--- config.mk ---
export PLATFORM = sky130hd
export DESIGN_NAME = ctrl_layer_fsm
export DESIGN_NICKNAME = d
export VERILOG_FILES = /design/src/rtl/ctrl_layer_fsm.sv
export SDC_FILE = /design/constraint.sdc
export NUM_CORES = 1
export LEC_CHECK = 0
export CORE_ASPECT_RATIO = 0.5
export CORE_MARGIN = 2
export CORE_UTILIZATION = 35
export DETAILED_ROUTE_END_ITERATION = 6
export PLACE_DENSITY_LB_ADDON = 0.2
export SYNTH_ARGS = -nofsm -noshare
export SYNTH_HDL_FRONTEND = slang
export SYNTH_SLANG_ARGS = --single-unit
--- constraint.sdc ---
create_clock -name clk -period 2.9 [get_ports clk]
set_input_delay 0.29 -clock clk [delete_from_list [all_inputs] [get_ports clk]]
set_output_delay 0.29 -clock clk [all_outputs]
set_load 0.005 [all_outputs]
--- src/rtl/ctrl_layer_fsm.sv ---
// ============================================================================
// ctrl_layer_fsm : layer-sequencing FSM, one accumulate window + write per volume
// Revision 1.0
// ============================================================================
`default_nettype none

module ctrl_layer_fsm #(
  parameter  int MNV = 224*224,
  parameter  int MVL = 1024,
  localparam int VW  = $clog2(MNV),
  localparam int LW  = $clog2(MVL+1)
) (
  input  logic          clk,
  input  logic          rst_n,
  input  logic          start,
  input  logic          abort,
  input  logic [VW-1:0] num_vol,
  input  logic [LW-1:0] vol_len,
  input  logic          op_done,
  input  logic          out_ready,
  output logic          cnt_clear_vol,
  output logic          cnt_load,
  output logic          cnt_in_vol,
  output logic [VW-1:0] max_val,
  output logic          acc_clr,
  output logic          acc_en,
  output logic          out_valid,
  output logic          busy,
  output logic          layer_done,
  output logic [VW-1:0] vol_idx
);

  localparam logic [2:0] S_IDLE    = 3'd0;
  localparam logic [2:0] S_CLEAR   = 3'd1;
  localparam logic [2:0] S_LOAD    = 3'd2;
  localparam logic [2:0] S_COMPUTE = 3'd3;
  localparam logic [2:0] S_WRITE   = 3'd4;
  localparam logic [2:0] S_FINISH  = 3'd5;

  logic [2:0]    state_q, state_d;
  logic [LW-1:0] len_q, len_d;
  logic [LW-1:0] cyc_q, cyc_d;
  logic [VW-1:0] max_val_q, max_val_d;
  logic [VW-1:0] vol_idx_q, vol_idx_d;
  logic          last_q, last_d;

  always_comb begin
    state_d   = state_q;
    len_d     = len_q;
    cyc_d     = cyc_q;
    max_val_d = max_val_q;
    vol_idx_d = vol_idx_q;
    last_d    = last_q;
    case (state_q)
      S_IDLE: begin
        if (start) begin
          state_d   = S_CLEAR;
          max_val_d = (num_vol == '0) ? VW'(1) : num_vol;
          len_d     = (vol_len == '0) ? LW'(1) : vol_len;
          vol_idx_d = '0;
          last_d    = 1'b0;
        end
      end
      S_CLEAR: state_d = S_LOAD;
      S_LOAD: begin
        state_d = S_COMPUTE;
        cyc_d   = '0;
      end
      S_COMPUTE: begin
        cyc_d = cyc_q + LW'(1);
        if (cyc_q == len_q - LW'(1)) state_d = S_WRITE;
      end
      S_WRITE: begin
        // The counter wraps on cnt_in_vol, so op_done is only trustworthy here.
        if (out_ready) begin
          last_d  = op_done;
          state_d = S_FINISH;
        end
      end
      S_FINISH: begin
        vol_idx_d = vol_idx_q + VW'(1);
        cyc_d     = '0;
        state_d   = last_q ? S_IDLE : S_COMPUTE;
      end
      default: state_d = S_IDLE;
    endcase
    if (abort && state_q != S_IDLE) begin
      state_d = S_IDLE;
      cyc_d   = '0;
    end
  end

  always_ff @(posedge clk or negedge rst_n) begin
    if (!rst_n) begin
      state_q   <= S_IDLE;
      len_q     <= LW'(1);
      cyc_q     <= '0;
      max_val_q <= '0;
      vol_idx_q <= '0;
      last_q    <= 1'b0;
    end else begin
      state_q   <= state_d;
      len_q     <= len_d;
      cyc_q     <= cyc_d;
      max_val_q <= max_val_d;
      vol_idx_q <= vol_idx_d;
      last_q    <= last_d;
    end
  end

  // Abort clears the volume counter on the same edge the FSM returns to IDLE,
  // which is the one place an input reaches an output without a register.
  assign cnt_clear_vol = (state_q == S_CLEAR) || (abort && state_q != S_IDLE);
  assign cnt_load      = (state_q == S_LOAD);
  assign cnt_in_vol    = (state_q == S_FINISH);
  assign acc_en        = (state_q == S_COMPUTE);
  assign acc_clr       = (state_q == S_COMPUTE) && (cyc_q == '0);
  assign out_valid     = (state_q == S_WRITE);
  assign busy          = (state_q != S_IDLE);
  assign layer_done    = (state_q == S_FINISH) && last_q;
  assign max_val       = max_val_q;
  assign vol_idx       = vol_idx_q;

endmodule

`default_nettype wire
# ---- Word-level counts from Yosys, hierarchy flattened
# Index checks and enable logic that the tools add are counted.
dict set report totals {
  reg_bits 58
}
dict set report classes {
  eq_ne 11
  add_sub_neg 3
  n_mux 15
  reduce_logical 17
}
# cell count
set op_table {}
lappend op_table {{$mux 16} 2}
lappend op_table {{$pmux 16 s2} 1}
lappend op_table {{$logic_not 11->1} 2}
lappend op_table {{$mux 11} 2}
lappend op_table {{$pmux 11 s2} 1}
lappend op_table {{$pmux 3 s6} 1}
lappend op_table {{$add 16x1->16 const B} 1}
lappend op_table {{$logic_not 16->1} 1}
lappend op_table {{$mux 3} 4}
lappend op_table {{$add 11x1->11 const B} 1}
lappend op_table {{$eq 11x11->1} 1}
lappend op_table {{$sub 11x1->11 const B} 1}
lappend op_table {{$eq 3x2->1 const B} 2}
lappend op_table {{$eq 3x3->1 const B} 2}
lappend op_table {{$reduce_and 3->1} 2}
lappend op_table {{$reduce_bool 3->1} 2}
lappend op_table {{$ne 2x2->1 const B} 2}
lappend op_table {{$reduce_and 2->1} 2}
lappend op_table {{$reduce_bool 2->1} 2}
lappend op_table {{$eq 3x1->1 const B} 1}
lappend op_table {{$logic_and 1x1->1} 3}
lappend op_table {{$logic_not 3->1} 1}
lappend op_table {{$ne 3x1->1 const B} 1}
lappend op_table {{$ne 3x2->1 const B} 1}
lappend op_table {{other kinds (6)} 7}

# ---- Depth between registers and ports, before layout
dict set report depth {
  word_depth 5
  ltp_mapped 8
}

# ---- Worst setup path after synthesis
# Ideal clock, no wire load.
dict set report synth_path {
  path_kind {register to register}
  from {register len_q[0]}
  to {register state_q[1]}
  arrival_time_ns 2.009
  required_ns 2.748
  path_slack_ns 0.738
  period_less_slack_ns 2.162
  n_path_buf 0
  stages_incl_launch_ff 8
  path_cell_list {dfstp_2 > inv_1 > ha_1 > nor2b_1 > or3_1 > a31o_4 > a2111oi_4 > a41oi_1}
}
dict set report synth_via {
  elab_chain_cells 4
}
# item line
set synth_rtl {}
lappend synth_rtl {{start: declaration} 41} ;# logic [LW-1:0] len_q, len_d;
lappend synth_rtl {{start signal: assignment} 103} ;# len_q <= len_d;
lappend synth_rtl {{$sub 11x1->11} 71} ;# if (cyc_q == len_q - LW'(1)) state_d = S_WRITE;
lappend synth_rtl {{$eq 11x11->1} 71}
lappend synth_rtl {{$ne 3x1->1 (no line)} -}
lappend synth_rtl {{$reduce_and 3->1 (no line)} -}
lappend synth_rtl {{end signal: assignment} 102} ;# state_q <= state_d;
lappend synth_rtl {{end: declaration} 40} ;# logic [2:0] state_q, state_d;
# No other way between the ends.
# A chain may end at the register's enable or synchronous reset.

# ---- Final worst setup path
dict set report layout_path {
  from {register state_q[1]}
  to {output port layer_done}
}
dict set report layout_via {
  elab_chain_cells 2
}
# item line
set layout_rtl {}
lappend layout_rtl {{$eq 3x3->1} 120} ;# assign layer_done = (state_q == S_FINISH) && last_q;
lappend layout_rtl {{$logic_and 1x1->1} 120}
lappend layout_rtl {{end: declaration} 29} ;# output logic layer_done,
# No other way between the ends.

==> flow_summary_export.csv <==
group,metric,value,unit
cells_and_area,multi_input_area,1540,sq um
global_routing,grt_max_degree,38,
clock_network,path_clk_slew,50,ps
run_status,violations,"negative hold slack",
yosys,post_synth_main_area_contributors,"sky130_fd_sc_hd__dfrtp_1 46%, sky130_fd_sc_hd__nand2_1 11%, sky130_fd_sc_hd__xnor2_1 3.4%, sky130_fd_sc_hd__xor2_1 2.8%, sky130_fd_sc_hd__nor2_1 2.8%",
drt,totalWireLength,7580,um
floorplanning,die-height,70.6,um
cells_and_area,leading_cell_types_in_the_layout_fill_and_taps_excluded,"95 x sky130_fd_sc_hd__nand2_1, 71 x sky130_fd_sc_hd__clkdlybuf4s50_1, 57 x sky130_fd_sc_hd__dfrtp_1",
floorplanning,die_area,9690,sq um
floorplanning,initial_core_util,35.9,%
yosys,synth_edf_count,0,
cells_and_area,num-fill-cells,823,
clock_network,cts_buffer_depth,2,
sta,grt_setup_unrepaired,"no",
cells_and_area,area.growth.synth_to_final,37.1,%
pwr,clock_power_share,31.3,%
global_routing,gr-usage-all-layers,16.9,%
run_status,status,"finished with violations",
pwr,vdd.ir_drop.worst,0.385,mV
placement,placement.io_buffers,72,
clock_network,worstSkewPairLatency,330,ps
clock_network,postCtsResizedCells,0,
pwr,cellPowerDensity,874,nW/um^2
yosys,synthesis.nets,386,
clock_network,cts_made_buffers,9,
setup_path,cp.arrival,2090,ps
sta,fin_hold_ws,-5.65,ps
yosys,asyncSetResetFlopFracSynth,100,%
sta,worst_slew_margin_rel,54.3,%
sta,finalSetupViolations,0,
global_routing,grt_first_pass_wirelength,12600,um
yosys,synth.largest_area_cell,"sky130_fd_sc_hd__dfrtp_1",
setup_path,cp_data_required_time,2610,ps
min_path,timing.hold.worst.class,"in -> async",
setup_path,worst-setup-path-type,"reg -> out",
yosys,synthDistinctLibCells,54,
setup_path,r2r_slack,580,ps
clock_network,cts_htree_levels,3,
floorplanning,core_region_area,8650,sq um
clock_network,cts.sink_count,58,
sta,final_period_minus_worst_setup_slack,2380,ps
cells_and_area,antenna-diode-count,0,
global_routing,grt_pass1_vias,2532,
drt,vias,2676,
sta,fin_skew,7.01,ps
sta,timing.final.crit_share,82.1,%
placement,gp_congestion,0.861,
sta,tightestPinTransition,680,ps
cells_and_area,final_nets,458,
yosys,yosysSeqAreaShare,46.8,%
yosys,netlist_area,3110,sq um
sta,timing_max_transition_violations_final,0,
cells_and_area,final_common_cell,"sky130_fd_sc_hd__nand2_1",
floorplanning,core.rowCount,24,
yosys,ys_dominant_reg_cell,"sky130_fd_sc_hd__dfrtp_1",
yosys,yosysWarningCount,0,
setup_path,path_max_fanout,15,
pwr,sequentialPowerShare,33.6,%
global_routing,grt_antenna_before_repair,0,
floorplanning,die_x,137,um
job,cap_violations,0,
clock_network,cts_hold_repair.buffers,0,
global_routing,gr-total-overflow,0,
drt,first_pass_iters,4,
yosys,syn_inst,349,
pwr,pwr-share-comb,35.1,%
pwr,p_total,3.72,mW
yosys,synth_top_cell_area_share,45.9,%
sta,max_freq,0.420,GHz
drt,postRouteAntennaNets,0,
sta,hold_viol,8,
clock_network,clock_tree_from_tritoncts,"done",
clock_network,postCtsSetupBuffers,0,
drt,viasPerCell,4.95,
placement,preCtsSetupSlack,597,ps
yosys,synthesis.area_per_instance,8.90,sq um
sta,final.setup.tns,0,ps
yosys,synth_seq_cells,58,
clock_network,clockRootBuffer,"sky130_fd_sc_hd__clkbuf_16",
drt,wire_per_inst,14.0,um
setup_path,critPathLaunchType,"flip-flop",
cells_and_area,seqCellArea,1450,sq um
placement,place.detailed.hpwl,5310,um
pwr,total_switching_power,1.24,mW
pwr,p_sw_share,33.5,%
pwr,power_report.internal_total,2.47,mW
setup_path,critical_path.endpoint_type,"output pin",
drt,detailedRoute.firstIterationViolations,142,
pwr,total_leakage_power,1.87,nW
sta,layout_setup_ws,520,ps
cells_and_area,final_layout_size_suffix_gt1_share,6.84,%
floorplanning,floorplan.io_pins,73,
drt,detail_route.drc_violations,0,
logic make-up (layout without fill, tap and decap cells):
kind of cell               after synthesis  after routing  share of synthesized area, %
DFF                                     58             58                          46.8
AOI/OAI and AO/OA                       44             44                          10.2
buffers and inverters                   26            101                          3.63
muxes                                    7              7                          2.30
xor gates and xnor gates                22             22                          6.20
adders and majority gates                5              5                          1.93
and+or+nand+nor                        187            187                          29.0
metal layers:
metal	part of all wire [%]	global-route usage [%]	vias up
met4	1.3	4.81	0
met1	49	23.8	1266
met5	0	0	-
met2	45	24.7	52
li1	-	-	1349
met3	4.7	5.81	9
state kept, by name (all words and copies together) (netlist names):
| signal | flops |
|---|---|
| max_val | 16 |
| last_q | 1 |
| vol_idx | 16 |
| len_q | 11 |
| cyc_q | 11 |
| state_q | 3 |
path summary, 6_finish.rpt:
check,startpoint,to,cells past startpoint
min reg2reg,max_val[6],max_val[6],2
max,state_q[1],layer_done,4
max reg2reg,len_q[0],state_q[1],7
min,rst_n,max_val[14],1
min in group clk,max_val[6],max_val[6],2
max in group asynchronous,rst_n,cyc_q[7],2
synthesized netlist by cell type, drive strengths merged (5+ instances only):
cell    number
nand2       95
dfrtp       57
nor2        23
o21ai       19
nand3       15
clkbuf      13
xnor2       12
inv         11
xor2        10
nor3         9
nand4        8
nor4         7
mux2i        6
nand3b       5
worst max-delay path, cell delays in order (launching register included):
cell and delay, ps:
sky130_fd_sc_hd__dfrtp_1 510, sky130_fd_sc_hd__nand3b_1 380, sky130_fd_sc_hd__inv_2 230, sky130_fd_sc_hd__and2_1 150, sky130_fd_sc_hd__clkdlybuf4s50_1 490
power by group through the flow:
stage	clock network, mW	registers (mW)	logic (mW)
final	1.16	1.25	1.31
after global placement	0	1.26	1.29
after CTS	1.19	1.25	1.32
after global routing	1.23	1.28	1.45
after floorplan	0	1.19	0.856
after detailed placement	0	1.26	1.31
final cells by class:
cell class	instances	share of cell area, %
repair buffers	76	17.5
clock inverters	2	1.41
multi-input cells	265	36.3
well taps	117	3.44
flip-flops and latches	58	34.1
clock buffers	12	6.26
inverters	11	0.970
stage by stage:
step                      util, %  area (sq um)  std cells  hold WS, ps
final                        49.2          4260        541        -5.65
after global routing         49.2          4260        541         54.9
after floorplan                 -          3110        349        -5.59
after detailed placement     45.4          3930        527          374
after global placement       45.4          3930        527          368
after CTS                    49.2          4260        541         17.6
(Power assumes the default switching activity.)
